$ cat config.mk
export PLATFORM = sky130hd
export DESIGN_NAME = agc_relay_driver
export DESIGN_NICKNAME = d
export VERILOG_FILES = /design/src/rtl/agc_relay_driver.sv
export SDC_FILE = /design/constraint.sdc
export NUM_CORES = 1
export LEC_CHECK = 0
export ABC_AREA = 1
export BUFFER_PORTS_ARGS = -buffer_cell sky130_fd_sc_hd__buf_2
export CORE_AREA = 4 4 68 85
export CTS_BUF_LIST = sky130_fd_sc_hd__clkbuf_4 sky130_fd_sc_hd__clkbuf_8
export CTS_CLUSTER_DIAMETER = 100
export DETAILED_ROUTE_END_ITERATION = 10
export DIE_AREA = 0 0 72 89
export HOLD_SLACK_MARGIN = 0.1
export PLACE_DENSITY_LB_ADDON = 0.3
export SYNTH_ARGS = -nofsm -noshare
export SYNTH_HDL_FRONTEND = slang
export SYNTH_SLANG_ARGS = --single-unit
$ cat constraint.sdc
create_clock -name adc_clk -period 2 [get_ports adc_clk]
set_clock_uncertainty 0.1 [all_clocks]
set_input_delay 0.4 -clock adc_clk [delete_from_list [all_inputs] [get_ports adc_clk]]
set_output_delay 0.4 -clock adc_clk [all_outputs]
set_load 0.01 [all_outputs]
$ cat src/rtl/agc_relay_driver.sv
// agc_relay_driver: drives the four gain-range relay coils requested by
// auto_gain_control with break-before-make sequencing, a settle blank-out
// and a minimum hold time, and reports when samples at the applied gain
// are trustworthy.
// Optional feature: define AGC_RELAY_STATS_EN to build the saturating
// switch counter; otherwise switch_cnt is tied to zero.
module agc_relay_driver #(
   parameter int GAP_CYCLES    = 4,
   parameter int SETTLE_CYCLES = 1000,
   parameter int HOLD_CYCLES   = 2000
) (
   input  logic        adc_clk,
   input  logic        rst,
   input  logic [1:0]  relay_ctrl,
   input  logic        stable,
   output logic [3:0]  relay_coil,
   output logic [1:0]  gain_idx,
   output logic        gain_valid,
   output logic        gain_locked,
   output logic        busy,
   output logic [15:0] switch_cnt
);

   localparam int MAX_CYCLES =
      (GAP_CYCLES > SETTLE_CYCLES)
         ? ((GAP_CYCLES > HOLD_CYCLES) ? GAP_CYCLES : HOLD_CYCLES)
         : ((SETTLE_CYCLES > HOLD_CYCLES) ? SETTLE_CYCLES : HOLD_CYCLES);
   localparam int CNT_W = $clog2(MAX_CYCLES + 1);

   // The counter holds the number of cycles still to spend in the current
   // state, including the present one; the state is left when it reads 1.
   localparam logic [CNT_W-1:0] CNT_ONE    = CNT_W'(1);
   localparam logic [CNT_W-1:0] CNT_GAP    = CNT_W'(GAP_CYCLES);
   localparam logic [CNT_W-1:0] CNT_SETTLE = CNT_W'(SETTLE_CYCLES);
   localparam logic [CNT_W-1:0] CNT_HOLD   = CNT_W'(HOLD_CYCLES);

   typedef enum logic [2:0] {
      IDLE   = 3'd0,
      BREAK  = 3'd1,
      MAKE   = 3'd2,
      SETTLE = 3'd3,
      HOLD   = 3'd4
   } state_e;

   state_e           state_q, state_d;
   logic [CNT_W-1:0] cnt_q, cnt_d;
   logic [1:0]       target_q, target_d;
   logic [1:0]       gain_idx_q, gain_idx_d;
   logic [1:0]       req_q;
   logic             stable_q;
   logic [3:0]       coil_q, coil_d;
   logic             valid_q, valid_d;
   logic             busy_q, busy_d;
   logic             locked_q;

   // Input register: the FSM only ever looks at the registered request.
   always_ff @(posedge adc_clk or posedge rst) begin
      if (rst) begin
         req_q    <= 2'd0;
         stable_q <= 1'b0;
      end else begin
         // NOTE: non-blocking assignments in clocked blocks so every register
         // samples the values from before the edge, independent of order.
         req_q    <= relay_ctrl;
         stable_q <= stable;
      end
   end

   // State register plus registered outputs; reset lands in SETTLE at index 0.
   always_ff @(posedge adc_clk or posedge rst) begin
      if (rst) begin
         state_q    <= SETTLE;
         cnt_q      <= CNT_SETTLE;
         target_q   <= 2'd0;
         gain_idx_q <= 2'd0;
         coil_q     <= 4'b0001;
         valid_q    <= 1'b0;
         busy_q     <= 1'b1;
         locked_q   <= 1'b0;
      end else begin
         state_q    <= state_d;
         cnt_q      <= cnt_d;
         target_q   <= target_d;
         gain_idx_q <= gain_idx_d;
         coil_q     <= coil_d;
         valid_q    <= valid_d;
         busy_q     <= busy_d;
         locked_q   <= valid_d & stable_q;
      end
   end

   // Next-state logic: sequence IDLE -> BREAK -> MAKE -> SETTLE -> HOLD.
   always_comb begin
      // NOTE: every combinational output gets a default first so no path
      // through the case leaves it unassigned and infers a latch.
      state_d    = state_q;
      cnt_d      = cnt_q;
      target_d   = target_q;
      gain_idx_d = gain_idx_q;
      unique case (state_q)
         IDLE: begin
            if (req_q != gain_idx_q) begin
               target_d = req_q;
               state_d  = BREAK;
               cnt_d    = CNT_GAP;
            end
         end
         BREAK: begin
            if (cnt_q == CNT_ONE) begin
               state_d    = MAKE;
               gain_idx_d = target_q;
               cnt_d      = CNT_ONE;
            end else begin
               cnt_d = cnt_q - CNT_ONE;
            end
         end
         MAKE: begin
            state_d = SETTLE;
            cnt_d   = CNT_SETTLE;
         end
         SETTLE: begin
            if (cnt_q == CNT_ONE) begin
               state_d = HOLD;
               cnt_d   = CNT_HOLD;
            end else begin
               cnt_d = cnt_q - CNT_ONE;
            end
         end
         HOLD: begin
            if (cnt_q == CNT_ONE) begin
               state_d = IDLE;
               cnt_d   = CNT_ONE;
            end else begin
               cnt_d = cnt_q - CNT_ONE;
            end
         end
         default: begin
            // Illegal encoding: fall back to re-settling the current coil.
            state_d = SETTLE;
            cnt_d   = CNT_SETTLE;
         end
      endcase
   end

   // Output decode from the next state so the outputs leave a register.
   always_comb begin
      coil_d  = (state_d == BREAK) ? 4'b0000 : (4'b0001 << gain_idx_d);
      valid_d = (state_d == HOLD) || (state_d == IDLE);
      busy_d  = (state_d != IDLE);
   end

`ifdef AGC_RELAY_STATS_EN
   logic [15:0] switch_cnt_q;

   // Count completed makes, saturating; only reset clears it.
   always_ff @(posedge adc_clk or posedge rst) begin
      if (rst) begin
         switch_cnt_q <= 16'd0;
      end else if ((state_q == BREAK) && (state_d == MAKE) &&
                   (switch_cnt_q != 16'hFFFF)) begin
         switch_cnt_q <= switch_cnt_q + 16'd1;
      end
   end

   assign switch_cnt = switch_cnt_q;
`else
   assign switch_cnt = 16'd0;
`endif

   assign relay_coil  = coil_q;
   assign gain_idx    = gain_idx_q;
   assign gain_valid  = valid_q;
   assign gain_locked = locked_q;
   assign busy        = busy_q;

endmodule
==> results.md <==
- Worst path bufs/invs: 1
- H-tree depth: 1
- Worst Setup Start Kind: flop
- Routability cong.: 0.806
- R2R Path End: cnt_q[10]$_DFFE_PP0P_
- Switching share of power: 42.3%
- M1 WL: 1.38 mm
- Clk sinks: 28
- Critical Path Max Stage Delay: 400 ps
- Fin nets: 244
- Final Cycle Share: 80.8%
- CTS tree: done
- Die area: 0.00641 mm^2
- Final setup TNS: 0 ps
- CTS Buf Count: 3
- Register Area: 713 um^2
- VDD IR max: 0.507 mV
- Outcome: complete, no violations
- Most frequent cell on the critical path: nand2_1
- Cell family with most CP delay: simple AND/OR/NAND/NOR gates
- RSZ-0062 raised after global routing: false
- CP Class: flop to flop
- Clock power share: 14.8%
- Post-DR wirelength/cell: 10.9 um
- Die height: 89 um
- MaxCap Viol Count: 0
- Critical-path cell list: inv_1, ha_1, nand3_1, nor2_1, nand2_1, nand2_1, nand3_1, nand2_1, nand2_1
- GRT Util Overall: 11.5%
- Initial DRT Pass Iterations: 4
- Post-CTS Setup Repair Bufs: 0
- Number of port buffers: 13
- R2R cell count: 9
- Achievable Freq: 0.619 GHz
- I/O pin total: 30
- Congestion Overflow GR: 0
- Cell count after synthesis: 217
- Met2 WL: 1.72 mm
- Area Overhead vs Synth: 9.16%
- Most frequent cells in the layout: nand2_1 (60), inv_1 (25), nand3_1 (22)
- Most common cell after layout, fill and taps aside: nand2_1
- Worst Setup SP: cnt_q[0]$_DFFE_PP0P_
- FF-to-FF Start: cnt_q[0]$_DFFE_PP0P_
- Placement row count: 29
- Reg power frac: 42.9%
- Metal3 WL: 93 um
- Synth cell types: 27
- Uppermost layer routed: met4
- Period minus WS final: 1620 ps
- Worst Hold Launch: relay_ctrl[1]
- FF+latch count, synth: 28
- Vias/cell: 4.43
- Combinational share of power: 42.4%
- Slew Limit Fails: 0
- Later-pin clock latency in the skew report: 270 ps
- Hold Crit Class: input port to flop
- Clk slew on worst S/H paths: 90 ps
- Initial antenna violation count: 0
- Hold path depth: 1
- First-pass GRT wire length: 5.86 mm
- Final WL: 3.26 mm
- Die W: 72 um
- Power Density: 1240 mW/mm^2
- Synthesized area: 0.00173 mm^2
- DP HPWL: 2.65 mm
- Crit-path slowest cell: dfrtp_1
- Yosys warnings: 0
- Vias in the first global route: 1326
- Share of layout cells above drive strength 1: 21.6%
- Final setup viols: 0
- Via count: 1320
- Area of the multi-input gates: 848 um^2
- Lkg Pwr: 0.00106 uW
- Clk root buf: clkbuf_8
- Final ANT Viol Nets: 0
- Fill count: 542
- CP endpoint kind: flop
- Pre-CTS WS: 384 ps
- CP required: 2070 ps
- Diodes inserted: 0
- Detailed-route DRC error count: 0
- Final hold violation count: 0
- Core Footprint: 0.00501 mm^2
- Largest net degree at the start of global routing: 29
- Critical Path AT: 1690 ps
- Initial Utilization: 34.6%
- Crit-path max FO: 5
- Iter 0 DRT Violations: 37
- Net Switching: 990 uW
- Int Pwr: 1350 uW
- Sequential-to-total area share from yosys stat: 41.1%
- Longest Clk Path Bufs: 2
- Sink of the worst hold path: req_q[1]$_DFF_PP0_
- Syn_area_per_cell: 7.99 um^2
- Worst reg2reg setup slack: 380 ps
- Setup WS post-layout: 384 ps
-- stage by stage --
step	utilization (%)	instances	total power [uW]	hold WS (ps)	cell area, um^2
after detailed placement	36.5	293	2030	367	1830
after CTS	37.8	298	2380	119	1890
after global placement	36.5	293	2020	359	1830
after global routing	37.8	298	2560	117	1890
final	37.8	298	2340	123	1890
after floorplan	-	232	1810	331	1790
-- synthesized netlist by cell type (all sizes together) --
| library cell | instances | share of area (%) |
|---|---|---|
| o211ai | 2 | 0.87 |
| a21oi | 3 | 0.87 |
| nor3 | 1 | 0.29 |
| conb | 1 | 0.22 |
| o22ai | 1 | 0.36 |
| buf | 17 | 7.4 |
| dfstp | 10 | 15 |
| xnor2 | 2 | 1.0 |
| nor2 | 24 | 8.9 |
| nand3 | 25 | 8.5 |
| nand3b | 2 | 1.6 |
| o21ai | 7 | 2.0 |
| nand4 | 5 | 1.8 |
| ha | 2 | 1.4 |
| dfrtp | 18 | 26 |
| inv | 27 | 5.8 |
| nand2 | 68 | 17 |
| xor2 | 2 | 1.0 |
-- how the worst max path moves through the flow --
stage	to	slack (ps)	cells after the start
2_1_floorplan	cnt_q[10]$_DFFE_PP0P_	530	9
6_report	cnt_q[10]$_DFFE_PP0P_	380	9
3_5_place_dp	state_q[2]$_DFF_PP0_	380	7
3_3_place_gp	state_q[2]$_DFF_PP0_	380	7
4_1_cts	state_q[2]$_DFF_PP0_	360	7
5_1_grt	relay_coil[3]$_DFF_PP0_	180	9
-- flip-flops by register name, summed over array words and instances (netlist names) --
register	cells
state_q	3
gain_idx	2
cnt_q	11
gain_valid	1
gain_locked	1
target_q	2
req_q	2
stable_q	1
busy	1
relay_coil	4
-- what timing repair did --
| action | 4_1_cts | 5_1_grt |
|---|---|---|
| hold endpoints to repair | 18 | 0 |
| hold buffers | 1 | 0 |
| gates resized for setup | 0 | 0 |
| setup endpoints to repair | 0 | 0 |
-- worst register-to-register path, delay by kind of cell, from the launching register on --
kind                     cells  cell delay (ps)
adder cells (fa/ha/maj)      1              210
buffers and inverters        1              140
flip-flops                   1              400
AND/OR/NAND/NOR              7              670
-- final cells by class --
class / instances / area share, %
multi-input cells: 160 / 44.8
flip-flops and latches: 28 / 37.7
inverters: 27 / 5.35
repair buffers: 17 / 5.16
well taps: 62 / 4.10
clock buffers: 4 / 2.91
-- power groups by stage --
stage	combinational, uW	sequential, uW	clock [uW]
floorplan	818	989	0
detailed placement	1010	1020	0
global placement	1000	1020	0
global route	1150	1030	382
finish	992	1000	346
CTS	1010	1010	357
-- logic make-up after synthesis --
kind of cell / synth area share, %
DFF: 41.1
other: 0.216
AOI/OAI and AO/OA: 4.11
xor gates and xnor gates: 2.02
and+or+nand+nor: 37.9
adders and majority gates: 1.44
buffers and inverters: 13.2
-- layer usage --
layer,vias up,global-route usage [%]
li1,690,-
met1,603,13.1
met2,20,21.9
met3,7,1.57
met4,0,4.27
met5,-,0
(Power assumes the default switching activity.)
